### src/rtl/noc_target_responder.sv
// ============================================================================
// Module  : noc_target_responder
// Brief   : Target-side NIC that turns NoC read/write requests into local
//           memory transactions and returns one response flit per request.
// Revision: 1.0 - initial release
// ============================================================================
`default_nettype none

package noc_packet_pkg;
    typedef enum logic [2:0] {
        PKT_READ_REQ   = 3'd0,
        PKT_WRITE_REQ  = 3'd1,
        PKT_READ_RESP  = 3'd2,
        PKT_WRITE_RESP = 3'd3,
        PKT_MSG        = 3'd4
    } pkt_type_t;

    typedef enum logic [1:0] {
        QOS_LOW    = 2'd0,
        QOS_NORMAL = 2'd1,
        QOS_HIGH   = 2'd2,
        QOS_URGENT = 2'd3
    } qos_level_t;

    typedef struct packed {
        logic         head;
        logic         tail;
        pkt_type_t    pkt_type;
        logic [3:0]   src_x;
        logic [3:0]   src_y;
        logic [3:0]   dst_x;
        logic [3:0]   dst_y;
        logic [7:0]   pkt_id;
        qos_level_t   qos;
        logic [3:0]   length;
        logic         multicast;
        logic [255:0] data;
    } noc_flit_t;

    typedef struct packed {
        logic [3:0]   src_x;
        logic [3:0]   src_y;
        logic [7:0]   pkt_id;
        qos_level_t   qos;
        logic         we;
        logic [63:0]  addr;
        logic [2:0]   size;
        logic [255:0] wdata;
    } req_entry_t;

    typedef struct packed {
        logic [3:0]   src_x;
        logic [3:0]   src_y;
        logic [7:0]   pkt_id;
        qos_level_t   qos;
        logic         we;
    } tag_entry_t;
endpackage

module noc_target_responder
    import noc_packet_pkg::*;
#(
    parameter int NODE_X          = 0,
    parameter int NODE_Y          = 0,
    parameter int REQ_DEPTH       = 4,
    parameter int MAX_OUTSTANDING = 4
) (
    input  logic           clk,
    input  logic           rst_n,
    input  noc_flit_t      noc_flit_in,
    input  logic           noc_valid_in,
    output logic           noc_ready_out,
    output noc_flit_t      noc_flit_out,
    output logic           noc_valid_out,
    input  logic           noc_ready_in,
    output logic           mem_req_valid,
    input  logic           mem_req_ready,
    output logic           mem_we,
    output logic [63:0]    mem_addr,
    output logic [2:0]     mem_size,
    output logic [255:0]   mem_wdata,
    input  logic           mem_rsp_valid,
    output logic           mem_rsp_ready,
    input  logic [255:0]   mem_rsp_data,
    output logic [31:0]    requests_served,
    output logic [31:0]    dropped_flits,
    output logic           busy
);
    localparam int REQ_AW = (REQ_DEPTH > 1) ? $clog2(REQ_DEPTH) : 1;
    localparam int TAG_AW = (MAX_OUTSTANDING > 1) ? $clog2(MAX_OUTSTANDING) : 1;
    localparam int REQ_CW = $clog2(REQ_DEPTH + 1);
    localparam int TAG_CW = $clog2(MAX_OUTSTANDING + 1);
    localparam logic [3:0] C_NODE_X = 4'(NODE_X);
    localparam logic [3:0] C_NODE_Y = 4'(NODE_Y);

    typedef enum logic [0:0] {
        RX_IDLE  = 1'b0,
        RX_WDATA = 1'b1
    } rx_state_t;

    rx_state_t          state_q, state_d;
    req_entry_t         hdr_q, hdr_d;
    req_entry_t         req_mem_q [REQ_DEPTH];
    tag_entry_t         tag_mem_q [MAX_OUTSTANDING];
    logic [REQ_AW-1:0]  req_wr_q, req_wr_d, req_rd_q, req_rd_d;
    logic [REQ_CW-1:0]  req_cnt_q, req_cnt_d;
    logic [TAG_AW-1:0]  tag_wr_q, tag_wr_d, tag_rd_q, tag_rd_d;
    logic [TAG_CW-1:0]  tag_cnt_q, tag_cnt_d;
    noc_flit_t          out_q, out_d;
    logic               out_vld_q, out_vld_d;
    logic [31:0]        served_q, served_d, dropped_q, dropped_d;

    logic               w_rx_accept, w_rx_drop;
    logic               w_req_push, w_req_pop, w_tag_push, w_tag_pop;
    logic               w_req_full, w_req_empty, w_tag_full, w_tag_empty;
    req_entry_t         w_req_push_data, w_req_head;
    tag_entry_t         w_tag_push_data, w_tag_head;
    logic               w_unused;

    assign w_req_full  = (req_cnt_q == REQ_CW'(REQ_DEPTH));
    assign w_req_empty = (req_cnt_q == '0);
    assign w_tag_full  = (tag_cnt_q == TAG_CW'(MAX_OUTSTANDING));
    assign w_tag_empty = (tag_cnt_q == '0);

    assign noc_ready_out = !w_req_full;
    assign w_rx_accept   = noc_valid_in && noc_ready_out;

    always_comb begin : rx_fsm
        state_d         = state_q;
        hdr_d           = hdr_q;
        w_req_push      = 1'b0;
        w_rx_drop       = 1'b0;
        w_req_push_data = '0;
        w_req_push_data.src_x  = noc_flit_in.src_x;
        w_req_push_data.src_y  = noc_flit_in.src_y;
        w_req_push_data.pkt_id = noc_flit_in.pkt_id;
        w_req_push_data.qos    = noc_flit_in.qos;
        w_req_push_data.addr   = noc_flit_in.data[63:0];
        w_req_push_data.size   = noc_flit_in.data[66:64];
        case (state_q)
            RX_IDLE: begin
                if (w_rx_accept) begin
                    if (noc_flit_in.head && noc_flit_in.tail &&
                        noc_flit_in.pkt_type == PKT_READ_REQ) begin
                        w_req_push = 1'b1;
                    end else if (noc_flit_in.head && !noc_flit_in.tail &&
                                 noc_flit_in.pkt_type == PKT_WRITE_REQ) begin
                        hdr_d   = w_req_push_data;
                        state_d = RX_WDATA;
                    end else begin
                        w_rx_drop = 1'b1;
                    end
                end
            end
            RX_WDATA: begin
                if (w_rx_accept) begin
                    state_d = RX_IDLE;
                    if (!noc_flit_in.head && noc_flit_in.tail) begin
                        w_req_push            = 1'b1;
                        w_req_push_data       = hdr_q;
                        w_req_push_data.we    = 1'b1;
                        w_req_push_data.wdata = noc_flit_in.data;
                    end else begin
                        w_rx_drop = 1'b1;
                    end
                end
            end
            default: state_d = RX_IDLE;
        endcase
    end

    // Issue stage: the tag FIFO bounds how many requests memory may hold.
    assign w_req_head    = req_mem_q[req_rd_q];
    assign mem_req_valid = !w_req_empty && !w_tag_full;
    assign mem_we        = w_req_head.we;
    assign mem_addr      = w_req_head.addr;
    assign mem_size      = w_req_head.size;
    assign mem_wdata     = w_req_head.wdata;
    assign w_req_pop     = mem_req_valid && mem_req_ready;
    assign w_tag_push    = w_req_pop;
    assign w_tag_push_data = '{src_x: w_req_head.src_x, src_y: w_req_head.src_y,
                               pkt_id: w_req_head.pkt_id, qos: w_req_head.qos,
                               we: w_req_head.we};

    assign w_tag_head    = tag_mem_q[tag_rd_q];
    assign mem_rsp_ready = !out_vld_q || noc_ready_in;
    assign w_tag_pop     = mem_rsp_valid && mem_rsp_ready;

    always_comb begin : ptr_next
        req_wr_d  = req_wr_q;
        req_rd_d  = req_rd_q;
        tag_wr_d  = tag_wr_q;
        tag_rd_d  = tag_rd_q;
        if (w_req_push) req_wr_d = (req_wr_q == REQ_AW'(REQ_DEPTH - 1)) ? '0 : req_wr_q + 1'b1;
        if (w_req_pop)  req_rd_d = (req_rd_q == REQ_AW'(REQ_DEPTH - 1)) ? '0 : req_rd_q + 1'b1;
        if (w_tag_push) tag_wr_d = (tag_wr_q == TAG_AW'(MAX_OUTSTANDING - 1)) ? '0 : tag_wr_q + 1'b1;
        if (w_tag_pop)  tag_rd_d = (tag_rd_q == TAG_AW'(MAX_OUTSTANDING - 1)) ? '0 : tag_rd_q + 1'b1;
        req_cnt_d = req_cnt_q + REQ_CW'(w_req_push) - REQ_CW'(w_req_pop);
        tag_cnt_d = tag_cnt_q + TAG_CW'(w_tag_push) - TAG_CW'(w_tag_pop);
    end

    always_comb begin : rsp_next
        out_d     = out_q;
        out_vld_d = out_vld_q;
        if (w_tag_pop) begin
            out_vld_d       = 1'b1;
            out_d           = '0;
            out_d.head      = 1'b1;
            out_d.tail      = 1'b1;
            out_d.pkt_type  = w_tag_head.we ? PKT_WRITE_RESP : PKT_READ_RESP;
            out_d.src_x     = C_NODE_X;
            out_d.src_y     = C_NODE_Y;
            out_d.dst_x     = w_tag_head.src_x;
            out_d.dst_y     = w_tag_head.src_y;
            out_d.pkt_id    = w_tag_head.pkt_id;
            out_d.qos       = w_tag_head.qos;
            out_d.length    = 4'd1;
            out_d.data      = w_tag_head.we ? '0 : mem_rsp_data;
        end else if (noc_ready_in) begin
            out_vld_d = 1'b0;
        end
        served_d  = served_q + 32'(out_vld_q && noc_ready_in);
        dropped_d = dropped_q + 32'(w_rx_drop);
    end

    always_ff @(posedge clk or negedge rst_n) begin
        if (!rst_n) begin
            state_q   <= RX_IDLE;
            hdr_q     <= '0;
            req_wr_q  <= '0;
            req_rd_q  <= '0;
            req_cnt_q <= '0;
            tag_wr_q  <= '0;
            tag_rd_q  <= '0;
            tag_cnt_q <= '0;
            out_q     <= '0;
            out_vld_q <= 1'b0;
            served_q  <= '0;
            dropped_q <= '0;
        end else begin
            state_q   <= state_d;
            hdr_q     <= hdr_d;
            req_wr_q  <= req_wr_d;
            req_rd_q  <= req_rd_d;
            req_cnt_q <= req_cnt_d;
            tag_wr_q  <= tag_wr_d;
            tag_rd_q  <= tag_rd_d;
            tag_cnt_q <= tag_cnt_d;
            out_q     <= out_d;
            out_vld_q <= out_vld_d;
            served_q  <= served_d;
            dropped_q <= dropped_d;
        end
    end

    // Storage arrays need no reset; only the pointers define validity.
    always_ff @(posedge clk) begin
        if (w_req_push) req_mem_q[req_wr_q] <= w_req_push_data;
        if (w_tag_push) tag_mem_q[tag_wr_q] <= w_tag_push_data;
    end

    assign noc_flit_out    = out_q;
    assign noc_valid_out   = out_vld_q;
    assign requests_served = served_q;
    assign dropped_flits   = dropped_q;
    assign busy = !w_req_empty || !w_tag_empty || (state_q != RX_IDLE) || out_vld_q;

    assign w_unused = ^{noc_flit_in.dst_x, noc_flit_in.dst_y, noc_flit_in.length,
                        noc_flit_in.multicast, hdr_q.we, hdr_q.wdata};

endmodule

`default_nettype wire

### config.mk
export PLATFORM = sky130hd
export DESIGN_NAME = noc_target_responder
export DESIGN_NICKNAME = d
export VERILOG_FILES = /design/src/rtl/noc_target_responder.sv
export SDC_FILE = /design/constraint.sdc
export NUM_CORES = 2
export LEC_CHECK = 0
export CORE_AREA = 2 2 480 482
export CTS_CLUSTER_SIZE = 40
export DETAILED_ROUTE_END_ITERATION = 10
export DIE_AREA = 0 0 482 484
export DONT_BUFFER_PORTS = 1
export GPL_ROUTABILITY_DRIVEN = 0
export GPL_TIMING_DRIVEN = 1
export REMOVE_ABC_BUFFERS = 1
export SLEW_MARGIN = 10
export SYNTH_ARGS = -nofsm -noshare
export SYNTH_HDL_FRONTEND = slang
export SYNTH_SLANG_ARGS = --single-unit
### constraint.sdc
create_clock -name clk -period 13.9 [get_ports clk]
set_clock_uncertainty 0.2 [all_clocks]
set_input_delay 2.085 -clock clk [delete_from_list [all_inputs] [get_ports clk]]
set_output_delay 2.085 -clock clk [all_outputs]
set_load 0.1 [all_outputs]
==> results.cfg <==
[floorplanning]
start_util_pct = 32.8
io_pins = 1239
dieHeight_um = 484
coreArea_um2 = 229000
num_rows = 176
die_area_um2 = 233000
dieWidth_um = 482

[logic_synthesis]
ys_top_cells_by_area = edfxtp_1 (58%), dfrtp_1 (15%), mux4_2 (11%), buf_4 (3.4%), nand2_1 (3.0%)
synthArstFlopShare_pct = 23.4
synth_adder_area_share_pct = 0.354
synth-edff-count = 1444
yosys_warnings = 0
yosys.cell_count.top_type = edfxtp_1
yosysTopAreaCellShare_pct = 57.9
synthSimpleGateAreaFrac_pct = 6.09
synthFlopType = edfxtp_1
synth_top_cell_by_area = edfxtp_1
synth_top_family_by_area = multiplexers
syn_area_um2 = 74900
synth_cell_types = 38
synthTopCellsByCount = edfxtp_1 (1444), nand2_1 (592), dfrtp_1 (441)
synth_compound_area_share_pct = 1.75
muxShareOfSynthArea_pct = 13.7
synth.avg_cell_area_um2 = 17.3
seq_area_frac_synth_pct = 72.6
ys_ff_latch = 1885
netlist_instances = 4318
synth_xor_area_share_pct = 0.748

[cts]
h-tree-depth = 4
path_clk_slew_ns = 0.06
cts_buffers = 196
cts_resized = 0
cts_tree = yes
cts_sinks = 1885
cts_max_path_buffers = 3
clockRootBuffer = clkbuf_16
cts_hold_buf = 0
post-cts-setup-buffers = 0
insertion_delay_ns = 0.90

[final_layout]
drive_gt1_share_pct = 21.7
fin_util_pct = 36.3
multi_input_area_um2 = 17000
fillCellCount = 21248
register_area_um2 = 54400
syn_to_final_growth_pct = 10.7
nNetsFinal = 4605

[pwr]
finalPower_mw = 21.2
ir_worst_vdd_mv = 0.141
powerDensity_nw_per_um2 = 255
p_leak_nw = 28.6

[timing]
final-setup-viol-count = 0
clock.fmax_mhz = 140
rsz0062_at_grt = no
max_slew.worst_pin.slew_ns = 1.33
timing.final.crit_share_pct = 51.5
max_slew_margin_pct = 11.6
fin_crit_ns = 7.15
finalHoldViolations = 0
slew_viol_final = 0

[global_routing]
antenna_found_initial = 72
overflow = 0
grt.total_usage_pct = 18.2
grt_pass1_wl_um = 299000
grt_pass1_vias = 37053
grt_max_degree = 442

[flow_run]
maxCapViolations = 0

[setup_path]
worst_ep_required_time_ns = 11.61
critPathLaunchType = flip-flop
worst-path-max-fanout = 92
crit_type = flip-flop to primary output
end_kind = primary output
cp.arrival_ns = 4.87

[route]
vias_per_cell = 4.99
antenna_left = 0
first_pass_iters = 7
drc = 0
vias = 36292
drt_iter0_markers = 2622
wl_per_cell_um = 30.1
wl_um = 219000

[min_path]
min_path_type = flip-flop to flip-flop

[placement]
place_hpwl_um = 147000
port-buffer-count = 0

[status]
status = completed
-- layout make-up --
cell class | count | area share, %
Sequential cell | 1885 | 65.6
Clock inverter | 102 | 1.60
Antenna cell | 45 | 0.136
Tap cell | 3026 | 4.57
Multi-Input combinational cell | 1863 | 20.6
Clock buffer | 268 | 6.61
Timing Repair Buffer | 65 | 0.827
Inverter | 20 | 0.0996
-- power by group --
| group | internal (mW) | leakage [nW] | switching [mW] | total, mW |
|---|---|---|---|---|
| clock network | 3.17 | 3.31 | 2.27 | 5.44 |
| logic | 1.22 | 6.55 | 5.49 | 6.70 |
| registers | 6.47 | 18.7 | 2.56 | 9.03 |
-- per-layer routing --
metal	global-route usage, %	vias to the layer above	routed length [um]
met3	8.58	404	23700
met2	30.4	1394	110000
li1	-	15304	-
met1	19.0	19156	74300
met4	9.64	34	11200
met5	0	-	219
-- kinds of logic (layout without fill, tap and decap cells) --
kind of cell / count (synthesis) / after routing
DFF: 1885 / 1885
muxes: 537 / 537
other: 1 / 58
and+or+nand+nor: 969 / 969
adders and majority gates: 20 / 20
buffers and inverters: 582 / 455
AOI/OAI and AO/OA: 260 / 260
xor gates and xnor gates: 64 / 64
-- worst paths after layout --
| path | startpoint | endpoint | slack (ns) | depth (start not counted) |
|---|---|---|---|---|
| worst max register to register | noc_valid_out$_DFFE_PN0P_ | noc_flit_out[111]$_DFFE_PN0P_ | 8.58 | 9 |
| max in group asynchronous | rst_n | noc_flit_out[185]$_DFFE_PN0P_ | 10.83 | 2 |
| worst max-delay path | req_rd_q[0]$_DFFE_PN0P_ | mem_wdata[62] | 6.75 | 4 |
| min in group asynchronous | rst_n | hdr_q[280]$_DFFE_PN0P_ | 0.74 | 0 |
| worst min-delay path | hdr_q[304]$_DFFE_PN0P_ | hdr_q[304]$_DFFE_PN0P_ | 0.30 | 1 |
| worst min register to register | hdr_q[304]$_DFFE_PN0P_ | hdr_q[304]$_DFFE_PN0P_ | 0.30 | 1 |
-- metrics by stage --
step | instance area [um^2] | hold WS (ns) | cells | worst slack [ns] | setup TNS [ns]
6_report | 82900 | 0.300 | 7274 | 6.75 | 0
5_1_grt | 82900 | 0.314 | 7258 | 6.28 | 0
4_1_cts | 82700 | 0.301 | 7226 | 6.53 | 0
3_5_place_dp | 75900 | 0.287 | 6856 | 7.27 | 0
3_3_place_gp | 75900 | 0.281 | 6856 | 7.38 | 0
2_1_floorplan | 71500 | 0.274 | 3768 | -2.91 | -973.27
-- registers in the layout, summed over array words and instances (netlist names), 3 cells and up --
name             count
requests_served     32
noc_flit_out       276
dropped_flits       32
req_mem_q         1368
tag_cnt_q            3
req_cnt_q            3
hdr_q               85
tag_mem_q           76
-- worst max-delay path, cell delays in order, from the launching register on --
cell and delay [ns]:
dfrtp_4 0.79, buf_4 0.70, buf_4 0.69, buf_12 0.52, mux4_2 0.92
-- cells in the final DEF (no fill, tap or decap), types with 10 or more instances in the layout --
| cell | count |
|---|---|
| and2_1 | 260 |
| and3_1 | 12 |
| buf_12 | 11 |
| buf_4 | 51 |
| bufinv_16 | 21 |
| clkbuf_1 | 44 |
| clkbuf_16 | 198 |
| clkbuf_8 | 26 |
| clkinv_1 | 28 |
| clkinv_16 | 10 |
| clkinv_2 | 27 |
| conb_1 | 13 |
| dfrtp_1 | 438 |
| diode_2 | 45 |
| edfxtp_1 | 1444 |
| ha_1 | 18 |
| inv_1 | 19 |
| mux2_2 | 137 |
| mux2_4 | 39 |
| mux4_2 | 360 |
| nand2_1 | 591 |
| nand3_1 | 23 |
| nand4_1 | 18 |
| nor3_1 | 15 |
| nor4_1 | 19 |
| o21ai_0 | 256 |
| xnor2_1 | 32 |
| xor2_1 | 32 |
Note: power is estimated with default switching activity, not from simulation.
